## src/rtl/intdiv_iter.sv

```systemverilog
// intdiv_iter: iterative radix-2 restoring divider for DIV/DIVU/REM/REMU and their W forms.
module intdiv_iter #(
    parameter int XLEN = 64
) (
    input  logic            clk,
    input  logic            reset,
    input  logic            IntDivE,
    input  logic [2:0]      Funct3E,
    input  logic            W64E,
    input  logic [XLEN-1:0] ForwardedSrcAE,
    input  logic [XLEN-1:0] ForwardedSrcBE,
    input  logic            StallE,
    input  logic            FlushE,
    output logic            DivBusyE,
    output logic            DivDoneE,
    output logic [XLEN-1:0] DivResultE
);
    typedef enum logic [1:0] {IDLE, BUSY, DONE} state_t;
    localparam int CW = $clog2(XLEN + 1);

    state_t state;
    logic [CW-1:0] count;
    logic op_rem, w64, neg_q, neg_r;
    logic [XLEN-1:0] a, b, q, r;

    logic sgn, sa, sb, start, qbit, unused_funct;
    logic [XLEN-1:0] ea, eb, ma, mb, a_init, q_nx, r_nx, res_raw, res, z_raw, z_res;
    logic [XLEN:0] r_sh, diff;

    function automatic logic [XLEN-1:0] sext32(input logic [XLEN-1:0] x);
        return XLEN'($signed(x[31:0]));
    endfunction

    assign unused_funct = Funct3E[2];
    assign sgn = ~Funct3E[0];
    assign start = IntDivE & ~FlushE;
    assign DivBusyE = (state == IDLE && start) || state == BUSY;

    always_comb begin
        ea = W64E ? (sgn ? sext32(ForwardedSrcAE) : XLEN'(ForwardedSrcAE[31:0])) : ForwardedSrcAE;
        eb = W64E ? (sgn ? sext32(ForwardedSrcBE) : XLEN'(ForwardedSrcBE[31:0])) : ForwardedSrcBE;
        sa = sgn & ea[XLEN-1];
        sb = sgn & eb[XLEN-1];
        ma = sa ? -ea : ea;
        mb = sb ? -eb : eb;
        // W operands sit in the top 32 bits so the MSB-first shift starts at bit 31
        a_init = W64E ? ma << (XLEN - 32) : ma;
        z_raw = Funct3E[1] ? ea : '1;
        z_res = W64E ? sext32(z_raw) : z_raw;
        r_sh = {r, a[XLEN-1]};
        diff = r_sh - {1'b0, b};
        qbit = ~diff[XLEN];
        r_nx = qbit ? diff[XLEN-1:0] : r_sh[XLEN-1:0];
        q_nx = (q << 1) | XLEN'(qbit);
        res_raw = op_rem ? (neg_r ? -r_nx : r_nx) : (neg_q ? -q_nx : q_nx);
        res = w64 ? sext32(res_raw) : res_raw;
    end

    always_ff @(posedge clk) begin
        if (reset) begin
            state <= IDLE;
            count <= '0;
            op_rem <= 1'b0;
            w64 <= 1'b0;
            neg_q <= 1'b0;
            neg_r <= 1'b0;
            a <= '0;
            b <= '0;
            q <= '0;
            r <= '0;
            DivDoneE <= 1'b0;
            DivResultE <= '0;
        end else begin
            case (state)
                IDLE: if (start) begin
                    op_rem <= Funct3E[1];
                    w64 <= W64E;
                    neg_q <= sa ^ sb;
                    neg_r <= sa;
                    a <= a_init;
                    b <= mb;
                    q <= '0;
                    r <= '0;
                    count <= W64E ? CW'(32) : CW'(XLEN);
                    if (eb == '0) begin
                        state <= DONE;
                        DivDoneE <= 1'b1;
                        DivResultE <= z_res;
                    end else begin
                        state <= BUSY;
                    end
                end
                BUSY: if (FlushE) begin
                    state <= IDLE;
                end else begin
                    a <= a << 1;
                    r <= r_nx;
                    q <= q_nx;
                    count <= count - CW'(1);
                    if (count == CW'(1)) begin
                        state <= DONE;
                        DivDoneE <= 1'b1;
                        DivResultE <= res;
                    end
                end
                DONE: if (FlushE || !StallE) begin
                    state <= IDLE;
                    DivDoneE <= 1'b0;
                end
                default: state <= IDLE;
            endcase
        end
    end
endmodule

```

## config.mk

```make
export PLATFORM = sky130hd
export DESIGN_NAME = intdiv_iter
export DESIGN_NICKNAME = d
export VERILOG_FILES = /design/src/rtl/intdiv_iter.sv
export SDC_FILE = /design/constraint.sdc
export NUM_CORES = 1
export LEC_CHECK = 0
export ABC_AREA = 1
export CAP_MARGIN = 20
export CORE_MARGIN = 4
export CORE_UTILIZATION = 40
export CTS_CLUSTER_DIAMETER = 60
export DETAILED_ROUTE_END_ITERATION = 10
export GPL_TIMING_DRIVEN = 0
export SLEW_MARGIN = 40
export SYNTH_ARGS = -nofsm -noshare
export SYNTH_HDL_FRONTEND = slang
export SYNTH_SLANG_ARGS = --single-unit
```

## constraint.sdc

```tcl
create_clock -name clk -period 8.03 [get_ports clk]
set_input_delay 1.606 -clock clk [delete_from_list [all_inputs] [get_ports clk]]
set_output_delay 1.606 -clock clk [all_outputs]
set_load 0.005 [all_outputs]
```

* Word level (Yosys, flattened, before mapping) *
Cells that the tools add are included.
Widths: inputs -> output; s select.

word-level totals
  register bits after elaboration = 333
  bits of input ports = 137
  output and inout bits = 66
  word-level logic and storage cells = 91

operators by class
  add/subtract/negate cells = 6
  equal/unequal tests = 9
  mux-type cells = 43
  bitwise logic cells = 8
  reduce and logical (&&, ||, !) cells = 13

operators with widths
  kind                 number
  $mux 64              22
  $pmux 64 s2          3
  $neg 64->64          4
  $pmux 63 s2          1
  $sub 65x64->65       1
  $logic_not 64->1     1
  $or 64x1->64         1
  $mux 63              1
  $mux 7               3
  $pmux 7 s2           1
  $mux 2               5
  $eq 7x1->1 const B   1
  $sub 7x1->7 const B  1
  $ne 2x2->1 const B   3
  $pmux 2 s3           1
  $reduce_and 3->1     2
  $reduce_and 6->1     1
  $mux 1               5
  $reduce_and 5->1     1
  $ne 2x1->1 const B   2
  $and 1x1->1          3
  $ne 3x2->1 const B   1
  $not 1->1            3
  $pmux 1 s3           1
  other kinds (10)     11

* Depth between registers and ports, before layout *
  depth after elaboration = 10
  depth in mapped cells = 45
  mapped depth without buffers = 43

* Least setup slack after synthesis *
Ideal clock, no wire load.

  kind = register to register
  from = reg a[63]
  to = reg DivResultE[54]
  data arrival time = 4.417 ns
  data required time = 7.899 ns
  path slack = 3.482 ns
  stages on the path, launching flop included = 44
  buffers on the path = 2
  period minus slack after synthesis = 4.548 ns
  cell sequence = dfxtp_1 inv_1 ha_1 fa_1 inv_1 nand2_1 nand2_1 nand3_1 nand2_2 nand2_2 nand2_2 nand2_1 nand2_2 nand2_2 nand2_4 nand2_4 nand2_8 buf_6 (+8 left out) nand2_1 nor2_1 inv_1 nor2_1 inv_1 nor2_1 nand3_1 nand2_1 o21ai_0 a21oi_1 nand2_1 nand2_1 o21bai_1 nand2_1 nand2_1 nand2_1 nand2_1 a21oi_2

on the way
  longest elaborated chain between the ends = 10
  elaborated cells between the ends (all ways) = 13

RTL lines
  element                   line  RTL
  start: declaration        24    logic [XLEN-1:0] a, b, q, r;
  start signal: assignment  80    a <= a_init;
  start signal: assignment  96    a <= a << 1;
  $sub 65x64->65            51    diff = r_sh - {1'b0, b};
  $not 1->1                 52    qbit = ~diff[XLEN];
  $or 64x1->64              54    q_nx = (q << 1) | XLEN'(qbit);
  $neg 64->64               55    res_raw = op_rem ? (neg_r ? -r_nx : r_nx) : (neg_q ? -q_nx : q_nx);
  $mux 64                   55
  $mux 64 *                 55
  $mux 64 *                 56    res = w64 ? sext32(res_raw) : res_raw;
  $mux 64 *                 100   if (count == CW'(1)) begin
  $mux 64 *                 93    BUSY: if (FlushE) begin
  $pmux 64 s2 *             74    case (state)
  end signal: assignment    88    DivResultE <= z_res;
  end signal: assignment    103   DivResultE <= res;
  end: declaration          16    output logic [XLEN-1:0] DivResultE

Mark *: on every way between the ends. The rest lies on a longest branch, timed or not. The select of a mux whose other input is x is not followed.
A chain may end at the register's enable or synchronous reset.

* Final worst setup path *
  from = in Funct3E[0]
  to = reg DivResultE[21]

on the way
  longest elaborated chain between the ends = 5

RTL lines
  element                            line  RTL
  start: declaration                 8     input logic [2:0] Funct3E,
  $mux 64 (2 in series)              41    eb = W64E ? (sgn ? sext32(ForwardedSrcBE) : XLEN'(ForwardedSrcBE[31:0])) : ForwardedSrcBE;
  $logic_not 64->1                   85    if (eb == '0) begin
  $ne 2x1->1 (no source line)        --
  $reduce_and 5->1 (no source line)  --

No other way between the ends.

==> impl_summary.txt <==
----------------------------------------------------
[Clock network]
  Maximum count of clock buffers along a single path ... 3
  CTS tree ... built
  CTS resizes ... 0
  Root buffer cell ... sky130_fd_sc_hd__clkbuf_16
  CTS clock-pin slew for the worst setup and hold paths ... 0.05 ns
  Total number of H-tree levels ... 2
  Clock sink count ... 333
  Clock insertion delay at the later pin of the skew report ... 0.60 ns
  Cts bufs inserted ... between 40 and 50
  Setup bufs post-CTS ... 0
  Cts-stage hold buffer count ... 0

[Die]
  Area of the core region ... 72,000 sq um
  Num rows ... 98
  I/O pin total ... 203
  Horizontal die dimension ... 278 um
  Initial cell density of the core ... 40.6%
  Die Footprint ... 77,500 sq um
  DIE HEIGHT ... roughly 280 um

[Worst setup path]
  Nature of the critical path startpoint ... primary input
  Top fanout value on the critical path ... 10
  Startpoint-to-endpoint class of the critical path ... primary input to flop
  R2R cell count ... 42
  FF-to-FF End ... DivResultE[50]
  Slack of the worst reg-to-reg path ... 1.90 ns
  Worst reg2reg path startpoint ... a[63]
  Critical path endpoint category ... flop
  Worst Path Required ... approximately 8.6 ns
  Arrival time reported for the critical path endpoint ... 6.99 ns

[Logic synthesis]
  Post-synthesis xor/xnor area fraction ... about 4.0%
  Mean Syn Cell Area ... 5.52 sq um
  Mapped Nets ... about 5,500
  Synth unique cells ... 60
  Count of flip-flops with a built-in enable after synthesis ... 0
  Number of storage elements in the synthesis netlist ... around 330
  Post-synthesis compound-gate area fraction ... 17.2%
  Number of synthesis warnings ... 0
  Most frequently used flop master after synthesis ... sky130_fd_sc_hd__dfxtp_1
  Number of cells produced by synthesis ... approximately 5,300
  Combinational family with the most area after synthesis ... simple AND/OR/NAND/NOR gates
  Sequential area share after synthesis ... 22.8%
  Simple-gate share of the synthesized area ... a little under 40%
  Share of synthesized flip-flops with an asynchronous set or reset ... 0%
  Post-synthesis share of cell area spent on full adders, half adders and majority gates ... 3.06%
  Mux share of post-synthesis cell area ... 0%
  Cell Area, Synth ... ~29,000 sq um

[Global route]
  Initial antenna violation count ... 7
  First-pass GRT wire length ... 200,000 um
  Global Route Usage Sum ... 33.7%
  Via count of the first global-routing pass ... 31,900
  Largest net degree at the start of global routing ... 14
  Sum of overflow across all layers after global routing ... 0

[Final layout]
  Fraction of layout cells with a size suffix above 1 ... 3.62%
  Post-layout nets ... approximately 5,800
  Count of fill cells added during filler insertion ... 8,010
  Area growth from synthesis to final layout ... 16.2%
  Non-filler instance count after layout ... 6,531
  Design Area, Final ... 34,000 sq um

[Placed design]
  HPWL after detailed placement ... 113,000 um
  Total cell area at the placement stage ... about 32,000 sq um
  Number of I/O port buffers ... 200
  Count of placed standard cells including taps ... 6,450
  Weighted congestion at the end of routability-driven global placement ... 1.03
  Post-place setup slack ... 1.25 ns

[Power and ir drop]
  Cell area power density ... ~150 nW/um^2
  Leakage component of the power ... 17.7 nW
  Worst IR Drop VDD ... 163 uV

[Timing]
  Setup-violating endpoint count in the final report ... 0
  Setup TNS after final layout ... 0 ns
  Final worst path period share ... 80.6%
  Worst Max-Slew Pin Slew ... 0.936 ns
  Setup slack after layout ... 1.56 ns
  Slew HR ... 36.6%
  Setup Skew ... 0.0395 ns
  Time the final worst path needs with I/O delays and setup ... about 6.5 ns
  Setup repair after global routing missed its margin ... no
  Final Slew Violations ... 0
  F_max ... ~0.15 GHz
  Number of endpoints with negative hold slack in the final report ... 0

[Worst hold path]
  Endpoint of the worst hold path ... DivResultE[16]
  Hold path cells ... 2
  Hold Startpoint ... DivResultE[16]
  Class of the tightest hold or removal check ... flop to flop

[Routing]
  Post-Route WL ... 137,000 um
  Antenna-violating nets left ... 0
  Detailed-routing iteration count for the pre-antenna-repair pass ... 8
  Initial drt markers ... 3,932
  Ratio of routed vias to standard cells ... 5.38
  Vias after detailed routing ... about 35,000
  Average detailed-routed wire length per instance ... 20.9 um
  DRC violations left ... 0

[Run status]
  Result of the run ... completed

[Job]
  Maximum Capacitance Violations ... 0

----------------------------------------------------
[placed cells by master (no fill, tap or decap), drive strengths merged, types with 4 or more instances in the layout]
| master | netlist | layout |
|---|---|---|
| buf | 45 | 45 |
| clkinvlp | 0 | 4 |
| nor4 | 21 | 21 |
| o211ai | 35 | 35 |
| o21bai | 13 | 13 |
| dfxtp | 333 | 333 |
| a21o | 4 | 4 |
| or2 | 11 | 11 |
| a21oi | 449 | 449 |
| nand3 | 236 | 236 |
| nand2 | 1899 | 1899 |
| nand4 | 46 | 46 |
| a221oi | 15 | 15 |
| clkdlybuf4s50 | 0 | 200 |
| o31ai | 8 | 8 |
| ha | 70 | 70 |
| o221ai | 19 | 19 |
| nor3 | 79 | 79 |
| nor2 | 488 | 488 |
| inv | 846 | 855 |
| xnor2 | 53 | 53 |
| clkinv | 4 | 11 |
| clkbuf | 163 | 218 |
| o21ai | 286 | 286 |
| xor2 | 82 | 82 |
| nand3b | 7 | 7 |
| o22ai | 20 | 20 |
| a31oi | 34 | 34 |
[flip-flops by register name, summed over array words and instances, names as in the netlist]
register and cells:
state 2, DivResultE 64, neg_q 1, w64 1
r 64, q 63, op_rem 1, DivDoneE 1
count 7, a 64, b 64, neg_r 1
[power by group]
| part | internal [mW] | total, mW | switching [mW] |
|---|---|---|---|
| logic | 0.389 | 1.35 | 0.964 |
| clock network | 1.20 | 2.05 | 0.857 |
| registers | 1.72 | 1.77 | 0.0448 |
| total | 3.31 | 5.17 | 1.87 |
[kinds of logic (layout without fill, tap and decap cells)]
kind of cell    after synthesis  in the layout
xor+xnor                    135            135
flops                       333            333
simple gates               2798           2798
compound gates              905            905
buf+inv                    1058           1336
other cells                   0              3
fa+ha+maj                    71             71
[worst max-delay path, cell delays in order]
cell	delay, ns
sky130_fd_sc_hd__clkdlybuf4s50_1	0.76
sky130_fd_sc_hd__inv_1	0.31
sky130_fd_sc_hd__nand3_1	0.29
sky130_fd_sc_hd__clkbuf_1	0.43
sky130_fd_sc_hd__nand2_1	0.29
sky130_fd_sc_hd__nor3_1	0.44
sky130_fd_sc_hd__nand4_1	0.20
sky130_fd_sc_hd__nor3_1	0.23
sky130_fd_sc_hd__nand2_1	0.13
sky130_fd_sc_hd__nand2_1	0.15
sky130_fd_sc_hd__inv_1	0.11
sky130_fd_sc_hd__nor3_2	0.48
sky130_fd_sc_hd__inv_1	0.45
sky130_fd_sc_hd__a31oi_1	0.54
sky130_fd_sc_hd__o21ai_0	0.35
sky130_fd_sc_hd__a21oi_1	0.20
[per-stage QoR]
step | hold slack [ns] | util (%) | power, mW
after floorplan | 0.445 | - | 2.57
after global placement | 0.455 | 45.0 | 3.10
after detailed placement | 0.454 | 45.1 | 3.10
after CTS | 0.468 | 47.2 | 5.14
after global routing | 0.485 | 47.2 | 5.36
final | 0.462 | 47.2 | 5.17
[synthesized netlist by cell type, drive strengths merged (2+ instances only)]
master	count	area share, %
a211oi	3	0.077
a21o	4	0.10
a21oi	449	7.9
a221oi	15	0.45
a22oi	2	0.051
a31o	2	0.060
a31oi	34	0.73
a41oi	3	0.090
and2	3	0.064
and3	2	0.043
buf	45	0.93
clkbuf	163	2.1
clkinv	4	0.051
dfxtp	333	23
ha	70	3.0
inv	846	11
nand2	1899	25
nand3	236	4.1
nand3b	7	0.18
nand4	46	0.98
nor2	488	6.4
nor3	79	1.4
nor3b	3	0.077
nor4	21	0.45
o211a	2	0.068
o211ai	35	0.90
o21ai	286	4.9
o21bai	13	0.33
o221ai	19	0.57
o22ai	20	0.43
o311ai	2	0.060
o31ai	8	0.21
o32ai	2	0.060
o41ai	3	0.090
or2	11	0.24
or3	2	0.043
xnor2	53	1.6
xor2	82	2.5
[cell type report]
type	count	area, sq um	share of cell area (%)
antenna	3	7.51	0.0221
sequential	333	6670	19.6
multi-input combinational	3909	18500	54.5
buffer	208	897	2.64
tap	950	1190	3.50
inverter	850	3190	9.40
clock inverter	23	280	0.825
timing repair buffer	200	2000	5.90
clock buffer	55	1220	3.60
[metal layers]
metal / wire, um / share of wire (%) / vias up / GRT usage, %
met5: 41 / 0.030 / - / 0
met4: 5230 / 3.8 / 6 / 10.9
met3: 12900 / 9.4 / 264 / 5.75
met2: 58400 / 43 / 1638 / 52.0
met1: 60200 / 44 / 16000 / 47.7
li1: - / - / 17200 / -
[worst max-delay path by stage]
stage               start              to  slack [ns]  cells after the start
5_1_grt             a[63]  DivResultE[48]        1.50                     43
4_1_cts        Funct3E[0]  DivResultE[21]        1.85                     18
2_1_floorplan       a[63]  DivResultE[54]        3.48                     43
3_5_place_dp   Funct3E[0]  DivResultE[21]        1.25                     18
6_report       Funct3E[0]  DivResultE[21]        1.56                     16
3_3_place_gp   Funct3E[0]  DivResultE[21]        0.75                     18
(Power assumes the default switching activity.)
